File: src/rtl/cdb_arbiter_pkg.sv
// Shared common-data-bus definitions: tag/data widths, the idle tag and the
// fixed assignment of execution units to arbiter source slots.
package cdb_arbiter_pkg;

    localparam int             CDB_NUM_SRC     = 4;
    localparam int             CDB_ROB_W       = 6;
    localparam int             CDB_DATA_W      = 32;
    localparam int             CDB_DEPTH       = 2;
    localparam logic [5:0]     CDB_INVALID_ROB = 6'b010000;

    // Which execution unit drives which source slot of the arbiter.
    typedef enum logic [1:0] {
        SRC_ADD   = 2'd0,
        SRC_MUL   = 2'd1,
        SRC_LOAD  = 2'd2,
        SRC_STORE = 2'd3
    } cdb_src_e;

endpackage

File: src/rtl/cdb_arbiter_src_fifo.sv
// Per-source result FIFO: DEPTH entries of {rob, data}. Pointers carry one
// extra wrap bit so full and empty are told apart without a counter.
// Push and pop on the same edge are legal at any occupancy; the owner never
// pops an empty FIFO.
module cdb_arbiter_src_fifo
    import cdb_arbiter_pkg::*;
#(
    parameter int WIDTH = CDB_ROB_W + CDB_DATA_W,
    parameter int DEPTH = CDB_DEPTH
) (
    input  logic             clock,
    input  logic             reset,
    input  logic             flush_i,
    input  logic             push_i,
    input  logic [WIDTH-1:0] data_i,
    input  logic             pop_i,
    output logic             full_o,
    output logic             empty_o,
    output logic [WIDTH-1:0] head_o
);

    localparam int AW = (DEPTH > 1) ? $clog2(DEPTH) : 1;

    logic [AW:0]      wr_ptr_q, wr_ptr_d;
    logic [AW:0]      rd_ptr_q, rd_ptr_d;
    logic [WIDTH-1:0] mem_q [DEPTH];

    // Pointer next-state: flush empties the FIFO, otherwise advance on push/pop.
    // NOTE: every combinational output gets a default first, so no path leaves it unassigned (no latch).
    always_comb begin
        wr_ptr_d = wr_ptr_q;
        rd_ptr_d = rd_ptr_q;
        if (flush_i) begin
            wr_ptr_d = '0;
            rd_ptr_d = '0;
        end else begin
            if (push_i) wr_ptr_d = wr_ptr_q + 1'b1;
            if (pop_i)  rd_ptr_d = rd_ptr_q + 1'b1;
        end
    end

    // Pointer registers; reset discards any queued results immediately.
    // NOTE: sequential state uses non-blocking assignments so every register samples pre-edge values.
    always_ff @(posedge clock or negedge reset) begin
        if (!reset) begin
            wr_ptr_q <= '0;
            rd_ptr_q <= '0;
        end else begin
            wr_ptr_q <= wr_ptr_d;
            rd_ptr_q <= rd_ptr_d;
        end
    end

    // Entry storage write port.
    // NOTE: the storage array is deliberately not reset; the pointers alone define which entries are live.
    always_ff @(posedge clock) begin
        if (push_i && !flush_i) mem_q[wr_ptr_q[AW-1:0]] <= data_i;
    end

    assign empty_o = (wr_ptr_q == rd_ptr_q);
    assign full_o  = (wr_ptr_q[AW] != rd_ptr_q[AW]) &&
                     (wr_ptr_q[AW-1:0] == rd_ptr_q[AW-1:0]);
    assign head_o  = mem_q[rd_ptr_q[AW-1:0]];

endmodule

File: src/rtl/cdb_arbiter.sv
// Common-data-bus arbiter: queues result broadcasts from the execution units
// in per-source FIFOs and grants up to two of them per cycle, round-robin,
// onto two registered CDB channels. Channel 2 is only used when channel 1 is.
// Optional feature macro: CDB_BYPASS_EN -- a result arriving at an empty FIFO
// may win arbitration in its arrival cycle and skip the FIFO (latency 1
// instead of 2).
module cdb_arbiter
    import cdb_arbiter_pkg::*;
#(
    parameter int               NUM_SRC     = CDB_NUM_SRC,
    parameter int               ROB_W       = CDB_ROB_W,
    parameter int               DATA_W      = CDB_DATA_W,
    parameter int               DEPTH       = CDB_DEPTH,
    parameter logic [ROB_W-1:0] INVALID_ROB = CDB_INVALID_ROB
) (
    input  logic                      clock,
    input  logic                      reset,
    input  logic                      flush,
    input  logic [NUM_SRC-1:0]        src_valid,
    input  logic [NUM_SRC*ROB_W-1:0]  src_rob,
    input  logic [NUM_SRC*DATA_W-1:0] src_data,
    output logic [NUM_SRC-1:0]        src_ready,
    output logic                      CDBiscast,
    output logic [ROB_W-1:0]          CDBrobNum,
    output logic [DATA_W-1:0]         CDBdata,
    output logic                      CDBiscast2,
    output logic [ROB_W-1:0]          CDBrobNum2,
    output logic [DATA_W-1:0]         CDBdata2,
    output logic                      overflow
);

    localparam int IW = (NUM_SRC > 1) ? $clog2(NUM_SRC) : 1;
    localparam int EW = ROB_W + DATA_W;

    logic [NUM_SRC-1:0] fifo_full, fifo_empty, fifo_push, fifo_pop;
    logic [NUM_SRC-1:0] eligible, granted, bypass_win, ready;
    logic [EW-1:0]      src_entry  [NUM_SRC];
    logic [EW-1:0]      fifo_head  [NUM_SRC];
    logic [EW-1:0]      cand_entry [NUM_SRC];

    logic               gnt1_vld, gnt2_vld;
    logic [IW-1:0]      gnt1_idx, gnt2_idx;

    logic               cdb1_vld_q, cdb1_vld_d, cdb2_vld_q, cdb2_vld_d;
    logic [ROB_W-1:0]   cdb1_rob_q, cdb1_rob_d, cdb2_rob_q, cdb2_rob_d;
    logic [DATA_W-1:0]  cdb1_data_q, cdb1_data_d, cdb2_data_q, cdb2_data_d;
    logic [IW-1:0]      rr_ptr_q, rr_ptr_d;
    logic               overflow_q, overflow_d;

    // Round-robin successor of a source index.
    function automatic logic [IW-1:0] next_idx(input logic [IW-1:0] idx);
        int n;
        n = int'(idx) + 1;
        if (n >= NUM_SRC) n = 0;
        return IW'(n);
    endfunction

    for (genvar k = 0; k < NUM_SRC; k++) begin : g_src
        assign src_entry[k] = {src_rob[k*ROB_W +: ROB_W], src_data[k*DATA_W +: DATA_W]};

        cdb_arbiter_src_fifo #(
            .WIDTH (EW),
            .DEPTH (DEPTH)
        ) u_fifo (
            .clock   (clock),
            .reset   (reset),
            .flush_i (flush),
            .push_i  (fifo_push[k]),
            .data_i  (src_entry[k]),
            .pop_i   (fifo_pop[k]),
            .full_o  (fifo_full[k]),
            .empty_o (fifo_empty[k]),
            .head_o  (fifo_head[k])
        );
    end

    // Per-source eligibility and the entry it would broadcast if granted.
    always_comb begin
        for (int k = 0; k < NUM_SRC; k++) begin
`ifdef CDB_BYPASS_EN
            eligible[k]   = !flush && (!fifo_empty[k] || src_valid[k]);
            cand_entry[k] = fifo_empty[k] ? src_entry[k] : fifo_head[k];
`else
            eligible[k]   = !flush && !fifo_empty[k];
            cand_entry[k] = fifo_head[k];
`endif
        end
    end

    // Two-grant picker: scan upward from rr_ptr; first hit is channel 1, second channel 2.
    always_comb begin
        int            idx;
        logic [IW-1:0] idx_w;
        idx      = 0;
        idx_w    = '0;
        gnt1_vld = 1'b0;
        gnt2_vld = 1'b0;
        gnt1_idx = '0;
        gnt2_idx = '0;
        granted  = '0;
        for (int i = 0; i < NUM_SRC; i++) begin
            idx = int'(rr_ptr_q) + i;
            if (idx >= NUM_SRC) idx = idx - NUM_SRC;
            idx_w = IW'(idx);
            if (eligible[idx_w]) begin
                if (!gnt1_vld) begin
                    gnt1_vld = 1'b1;
                    gnt1_idx = idx_w;
                    granted[idx_w] = 1'b1;
                end else if (!gnt2_vld) begin
                    gnt2_vld = 1'b1;
                    gnt2_idx = idx_w;
                    granted[idx_w] = 1'b1;
                end
            end
        end
    end

    // FIFO control: granted queued entries pop; accepted, non-bypassed pulses push.
    always_comb begin
        bypass_win = granted & fifo_empty;
        fifo_pop   = granted & ~fifo_empty;
`ifdef CDB_BYPASS_EN
        ready      = ~fifo_full | fifo_pop;
`else
        ready      = ~fifo_full;
`endif
        fifo_push  = src_valid & ready & ~bypass_win & {NUM_SRC{!flush}};
    end

    // Next state of the channel registers, round-robin pointer and overflow flag.
    always_comb begin
        cdb1_vld_d  = gnt1_vld;
        cdb1_rob_d  = INVALID_ROB;
        cdb1_data_d = '0;
        cdb2_vld_d  = gnt2_vld;
        cdb2_rob_d  = INVALID_ROB;
        cdb2_data_d = '0;
        if (gnt1_vld) {cdb1_rob_d, cdb1_data_d} = cand_entry[gnt1_idx];
        if (gnt2_vld) {cdb2_rob_d, cdb2_data_d} = cand_entry[gnt2_idx];

        rr_ptr_d = rr_ptr_q;
        if (flush)         rr_ptr_d = '0;
        else if (gnt2_vld) rr_ptr_d = next_idx(gnt2_idx);
        else if (gnt1_vld) rr_ptr_d = next_idx(gnt1_idx);

        // A pulse in a flush cycle is discarded, not counted as a lost result.
        overflow_d = overflow_q | (|(src_valid & ~ready & {NUM_SRC{!flush}}));
    end

    // Registered CDB channels, round-robin pointer and sticky overflow.
    always_ff @(posedge clock or negedge reset) begin
        if (!reset) begin
            cdb1_vld_q  <= 1'b0;
            cdb1_rob_q  <= INVALID_ROB;
            cdb1_data_q <= '0;
            cdb2_vld_q  <= 1'b0;
            cdb2_rob_q  <= INVALID_ROB;
            cdb2_data_q <= '0;
            rr_ptr_q    <= '0;
            overflow_q  <= 1'b0;
        end else begin
            cdb1_vld_q  <= cdb1_vld_d;
            cdb1_rob_q  <= cdb1_rob_d;
            cdb1_data_q <= cdb1_data_d;
            cdb2_vld_q  <= cdb2_vld_d;
            cdb2_rob_q  <= cdb2_rob_d;
            cdb2_data_q <= cdb2_data_d;
            rr_ptr_q    <= rr_ptr_d;
            overflow_q  <= overflow_d;
        end
    end

    assign src_ready  = ready;
    assign CDBiscast  = cdb1_vld_q;
    assign CDBrobNum  = cdb1_rob_q;
    assign CDBdata    = cdb1_data_q;
    assign CDBiscast2 = cdb2_vld_q;
    assign CDBrobNum2 = cdb2_rob_q;
    assign CDBdata2   = cdb2_data_q;
    assign overflow   = overflow_q;

endmodule

File: config.mk
export PLATFORM = sky130hd
export DESIGN_NAME = cdb_arbiter
export DESIGN_NICKNAME = d
export VERILOG_FILES = /design/src/rtl/cdb_arbiter_pkg.sv /design/src/rtl/cdb_arbiter_src_fifo.sv /design/src/rtl/cdb_arbiter.sv
export SDC_FILE = /design/constraint.sdc
export NUM_CORES = 1
export LEC_CHECK = 0
export CAP_MARGIN = 20
export CORE_AREA = 2 2 188 172
export DETAILED_ROUTE_END_ITERATION = 12
export DIE_AREA = 0 0 190 174
export PLACE_DENSITY = 0.83
export SLEW_MARGIN = 20
export SYNTH_ARGS = -nofsm -noshare
export SYNTH_HDL_FRONTEND = slang
export SYNTH_SLANG_ARGS = --single-unit
export TNS_END_PERCENT = 30
File: constraint.sdc
create_clock -name clock -period 8.7 [get_ports clock]
set_clock_uncertainty 0.15 [all_clocks]
set_input_delay 1.74 -clock clock [delete_from_list [all_inputs] [get_ports clock]]
set_output_delay 1.74 -clock clock [all_outputs]
set_load 0.05 [all_outputs]
### After elaboration in Yosys (flattened, before gate mapping)

Memory sizes are Yosys's and may differ from the RTL's.
Index checks and enable logic that the tools add are counted.

* $add $sub $neg: 17
* $lt $le $gt $ge: 16
* eq/ne operators: 12
* multiplexer cells: 92
* bitwise operators: 17
* reductions and logical operators: 31

Operators by type and width (number)
* $bmux 38 s2: 2
* $mux 38: 4
* $mux 2: 40
* $mux 32: 2
* $mux 4: 8
* $and 4x4->4: 7
* $mux 1: 26
* $ge 3x3->1 const B: 7
* $add 2x1->2 const B: 8
* $logic_and 1x1->1: 16
* $not 4->4: 4
* $reduce_bool 2->1: 8
* $lt 2x3->1 const B: 4
* $mux 6: 2
* $or 4x4->4: 3
* $add 2x1->3 const B: 3
* $bmux 1 s2: 4
* $demux 1 s2: 4
* $eq 2x2->1: 4
* $ge 2x1->1 const B: 4
* $sub 2x1->2 const B: 4
* $add 2x2->3 const B: 2
* $not 2->3: 2
* $logic_not 1->1: 5
* 6 further kinds: 12

* bits in registers: 97
* RAM bits: 304
* input bits: 159
* output and inout port bits: 83
* word-level logic and storage cells: 205
* memories: 4

Memory list
* g_src[0].u_fifo.mem_q: words 2, bits a word 38, read ports 1, clocked after memory_dff 0, write ports 1, line cdb_arbiter_src_fifo.sv:26 `logic [WIDTH-1:0] mem_q [DEPTH];`
* g_src[1].u_fifo.mem_q: words 2, bits a word 38, read ports 1, clocked after memory_dff 0, write ports 1, line cdb_arbiter_src_fifo.sv:26
* g_src[2].u_fifo.mem_q: words 2, bits a word 38, read ports 1, clocked after memory_dff 0, write ports 1, line cdb_arbiter_src_fifo.sv:26
* g_src[3].u_fifo.mem_q: words 2, bits a word 38, read ports 1, clocked after memory_dff 0, write ports 1, line cdb_arbiter_src_fifo.sv:26

### Logic depth before layout (Yosys ltp)

* depth in word-level cells: 24
* gate-level depth with buffers: 14
* depth with buffers taken out: 11

### By module

A second synthesis with hierarchy kept.

* cell total of the unflattened synthesis: 1071
* area total of the unflattened synthesis: 18158.7 µm²

Modules (own cells, without submodules)
* cdb_arbiter_src_fifo: times used 4, cells an instance 139, area each 3158.0 µm², seq. area each 2382.3 µm²
* cdb_arbiter: times used 1, cells an instance 515, area each 5526.6 µm², seq. area each 2029.4 µm²

### Least setup slack after synthesis

OpenSTA, ideal clock, no wires.

* kind: input port to flip-flop
* from: in flush
* to: mem g_src[3].u_fifo.mem_q[1][0] in the netlist's numbering (enable)
* library setup time: 0.481 ns
* arrival time: 5.603 ns
* data required time: 8.069 ns
* slack: 2.466 ns
* cell stages on the path: 6
* buffers on the path: 0
* path through: a2111oi_2 > a21o_1 > a211oi_1 > a221o_1 > a21o_1 > nor3_1

* cells in the longest elaborated chain, start to end: 22
* elaborated cells between the ends (all ways): 38
* classes of those cells: mux: 25; bitwise: 7; reduce/logical: 6

RTL lines
* start: declaration: line cdb_arbiter.sv:18 `input logic flush,`
* $logic_not 1->1 *: line cdb_arbiter_src_fifo.sv:57, cdb_arbiter.sv:84, cdb_arbiter.sv:128
* $logic_and 1x1->1: line cdb_arbiter.sv:84 `eligible[k] = !flush && !fifo_empty[k];`
* $bmux 1 s2: line cdb_arbiter.sv:105 `if (eligible[idx_w]) begin`
* $mux 1 (implied by the code): line cdb_arbiter.sv:105
* $mux 4: line cdb_arbiter.sv:105
* $or 4x4->4 (no source line)
* $mux 4: line cdb_arbiter.sv:105
* $or 4x4->4 (no source line)
* [... 5 more ...]
* $mux 4: line cdb_arbiter.sv:106 `if (!gnt1_vld) begin`
* $mux 4: line cdb_arbiter.sv:105
* $and 4x4->4: line cdb_arbiter.sv:121 `bypass_win = granted & fifo_empty;`
* $not 4->4: line cdb_arbiter.sv:128 `fifo_push = src_valid & ready & ~bypass_win & {NUM_SRC{!flush}};`
* $and 4x4->4 (2 in a row): line cdb_arbiter.sv:128
* $logic_and 1x1->1 *: line cdb_arbiter_src_fifo.sv:57 `if (push_i && !flush_i) mem_q[wr_ptr_q[AW-1:0]] <= data_i;`
* $mux 1 *: line cdb_arbiter_src_fifo.sv:57
* $mux 1 (implied by the code) *: line cdb_arbiter_src_fifo.sv:57
* end: declaration: line cdb_arbiter_src_fifo.sv:26

Every way passes the cells marked *; elsewhere a longest branch is shown, timed or not. The select of a mux whose other input is x is not followed.

### Worst setup path in the final report

* from: reg rr_ptr_q[0]
* to: reg cdb2_rob_q[2] (netlist: CDBrobNum2[2])

* cells in the longest elaborated chain, start to end: 18
* elaborated cells between the ends (all ways): 45
* classes of those cells: add/sub: 7; order compare: 4; mux: 33; bitwise: 1

RTL lines
* start: declaration: line cdb_arbiter.sv:47 `logic [IW-1:0] rr_ptr_q, rr_ptr_d;`
* start signal: assignment: line cdb_arbiter.sv:169 `rr_ptr_q <= rr_ptr_d;`
* branches (longest 17 deep; another with $add 2x1->3)
* $mux 6 *: line cdb_arbiter.sv:140 `if (gnt2_vld) {cdb2_rob_d, cdb2_data_d} = cand_entry[gnt2_idx];`
* net cdb2_rob_d[2]: line cdb_arbiter.sv:45 `logic [ROB_W-1:0] cdb1_rob_q, cdb1_rob_d, cdb2_rob_q, cdb2_rob_d;`
* end signal: assignment: line cdb_arbiter.sv:167 `cdb2_rob_q <= cdb2_rob_d;`
* end: declaration: line cdb_arbiter.sv:45

Mark *: on every way through the listed nets, which the timed path passes. The select of a mux whose other input is x is not followed.
A chain may end at the register's enable or synchronous reset.

==> results by group <==
Run status
  – Outcome: finished clean

Routing
  – DR DRC count: 0
  – Via density: 6.00
  – Total routed wirelength: 44700 µm
  – Highest metal used: met5
  – WL/cell: 23.7 µm
  – Drt pass-1 iters: 7
  – Met3 WL post-DR: 4030 µm
  – Routed vias: 11300
  – Metal1 wirelength: 17300 µm
  – 1st-iter DRT viols: 1202
  – Routed wl met2: 21800 µm
  – Routed Antenna Nets: 0

Global route
  – Number of global-route vias before repair: 11600
  – First-pass GRT wire length: 67400 µm
  – Global-route total usage across every layer: 0.272
  – Total grt overflow: 0
  – Initial antenna violation count: 9
  – Largest net degree at the start of global routing: 70

CTS
  – Clock sinks: 401
  – Clock insertion delay at the later pin of the skew report: 540 ps
  – CTS clk-pin slew, worst paths: 60 ps
  – Clk root buf: clkbuf_16
  – Cts hold-fix bufs: 0
  – Clock buffer depth: 3
  – Post-CTS Setup Inserts: 0
  – CTS Buf Count: 41
  – Number of gates resized after cts: 0
  – CTS tree: done
  – Number of H-tree levels: 2

Synthesis
  – Synth async-reset ratio: 0.242
  – Largest family of logic cells by synthesized area: compound AO/OA/AOI/OAI gates
  – Multiplexer area fraction after synthesis: 0.105
  – Compound-Gate Fraction of Synth Area: 0.106
  – XOR/XNOR Fraction of Synth Area: 0.0145
  – Mean Syn Cell Area: 14.0 µm²
  – Synthesized Nets: 1377
  – Yosys cell types: 57
  – Post-Synth Simple-Gate Area: 0.0571
  – Mapped Area: 16900 µm²
  – FF+latch count, synth: 401
  – Post-synth EDFFs: 304
  – Synth Warn #: 0
  – Register area share after synthesis: 0.686
  – Gate count of the mapped netlist: 1208
  – Main synth FF type: edfxtp_1
  – Synth Area in Adders: 0.00801

Placed design
  – Buffers on Ports: 241
  – Dpl ws: 3140 ps
  – DP HPWL: 28100 µm
  – GPL Wtd Cong: 0.905

Timing
  – Post-route setup slack: 3090 ps
  – RSZ-0062 raised after global routing: false
  – Final hold viol count: 0
  – Highest Clock Rate: 178 MHz
  – Max-slew violations: 0
  – Tmin final: 5610 ps
  – Worst slew margin: 0.310
  – Final period util: 0.645
  – Worst slew pin tran: 1030 ps
  – Final setup viols: 0
  – Setup Total Neg Slack: 0 ps

Final layout
  – Share of cells above drive strength 1: 0.126
  – Layout area overhead: 24.4%
  – Final net count: 1604

Floorplan
  – Die extent in x: 190 µm
  – Die area: 33100 µm²
  – Starting density of the core: 0.539
  – Chip height: 174 µm
  – Placeable Area: 31300 µm²
  – Row cnt: 62
  – IO Count: 242

Worst setup path
  – CP Launch Type: flop
  – Crit Path Max Fanout: 40
  – Critical-path cell list: inv_1 -> ha_1 -> inv_1 -> mux4_2 -> a21oi_1 -> o41ai_1 -> a31oi_4 -> buf_4 -> nand2_2 -> o22ai_1
  – Setup CP Type: reg -> reg
  – Peak per-stage delay on the critical path: 860 ps
  – Most common cell type on the critical path: inv_1
  – Worst Setup End Kind: flop
  – Critical-path top delay cell: dfrtp_1
  – Critical Path RT: 8960 ps
  – Worst path arrival time: 5870 ps

Job
  – Max cap viols: 0

Power and ir drop
  – PwrDens: 445 nW/µm²
  – Peak supply drop: 372 µV
  – P_leak: 7.19 nW

Min path
  – Type of the worst min-delay path: reg -> reg
-- synth_stat cells (all sizes together), types with 7 or more instances --
cell type | count | area share
a21o | 7 | 0.0031
a21oi | 50 | 0.015
buf | 32 | 0.011
clkbuf | 47 | 0.011
dfrtp | 95 | 0.14
edfxtp | 304 | 0.54
ha | 10 | 0.0074
inv | 9 | 0.0020
mux2 | 75 | 0.050
mux2i | 84 | 0.050
nand2 | 169 | 0.038
nand3 | 8 | 0.0024
nor2 | 32 | 0.0074
nor3 | 14 | 0.0042
o211ai | 74 | 0.033
o21ai | 80 | 0.024
o22ai | 38 | 0.014
xnor2 | 10 | 0.0052
xor2 | 17 | 0.0093
-- final timing paths --
check                             from                          end  slack, ps  depth (start not counted)
max                        rr_ptr_q[0]                CDBrobNum2[2]       3090                         10
min                           overflow                     overflow        330                          1
max reg2reg                rr_ptr_q[0]                CDBrobNum2[2]       3090                         10
min reg2reg                   overflow                     overflow        330                          1
max in group asynchronous        reset  g_src[3].u_fifo.rd_ptr_q[0]       6100                          2
min in group asynchronous        reset  g_src[0].u_fifo.rd_ptr_q[1]       1120                          1
-- registers in the layout (all words and copies together) (netlist names) --
| register | cells |
|---|---|
| g_src.u_fifo.mem_q | 304 |
| CDBdata2 | 32 |
| CDBdata | 32 |
| g_src.u_fifo.rd_ptr_q | 8 |
| g_src.u_fifo.wr_ptr_q | 8 |
| CDBrobNum2 | 6 |
| CDBrobNum | 6 |
| rr_ptr_q | 2 |
| CDBiscast | 1 |
| CDBiscast2 | 1 |
| overflow | 1 |
-- cells by family (layout without fill, tap and decap cells) --
logic type	after synthesis	count (layout)
other	0	6
adder cells (fa/ha/maj)	11	11
flip-flops	401	401
AO/OA/AOI/OAI	280	280
multiplexers	163	163
buffers and inverters	89	349
XOR/XNOR	27	27
AND/OR/NAND/NOR	237	237
-- critical path: cells and delay by family (launching register included) --
kind                     cells  cell delay, ps
adder cells (fa/ha/maj)      1             550
flip-flops                   1             860
AND/OR/NAND/NOR              1             760
multiplexers                 1             590
buffers and inverters        3            1170
AO/OA/AOI/OAI                4            1380
-- layout by cell type, fill, tap and decap left out, types with 22 or more instances in the layout --
cell type,Yosys,final
o22ai_1,38,38
buf_4,9,22
nor2_1,30,29
o21ai_0,66,66
clkdlybuf4s50_1,0,240
mux2_2,75,75
a21oi_1,49,49
nand2_1,169,168
clkbuf_16,0,42
dfrtp_1,95,91
mux2i_1,84,84
o211ai_1,74,74
edfxtp_1,304,304
-- power by group --
group / total (mW) / switching, mW / internal (mW)
clock network: 1.64 / 0.710 / 0.927
logic: 4.95 / 3.30 / 1.65
registers: 2.76 / 0.205 / 2.55
total: 9.34 / 4.21 / 5.13
-- layer usage --
| layer | vias to the layer above | GRT usage |
|---|---|---|
| met5 | - | 0 |
| met4 | 8 | 0.0921 |
| met3 | 114 | 0.0537 |
| met2 | 652 | 0.454 |
| met1 | 5552 | 0.358 |
| li1 | 5020 | - |
-- area by class of cell --
type                            count  area [µm²]
Inverter                           10        37.5
Fill cell                        2151       10300
Tap cell                          416         520
Timing Repair Buffer              263        2590
Multi-Input combinational cell    718        4980
Sequential cell                   401       11600
Clock inverter                     19         115
Antenna cell                        6        15.0
Clock buffer                       57        1150
-- metrics by stage --
step                      total power, mW   util  instance area (µm²)  hold WS, ps  cells
after floorplan                      6.25      -                16900          373   1208
after detailed placement             7.58  0.629                19700          322   1807
after CTS                            9.25  0.669                20900          335   1883
final                                9.34  0.671                21000          327   1890
after global routing                 9.85  0.671                21000          375   1887
after global placement               7.42  0.629                19700          335   1807
Note: power is estimated with default switching activity, not from simulation.
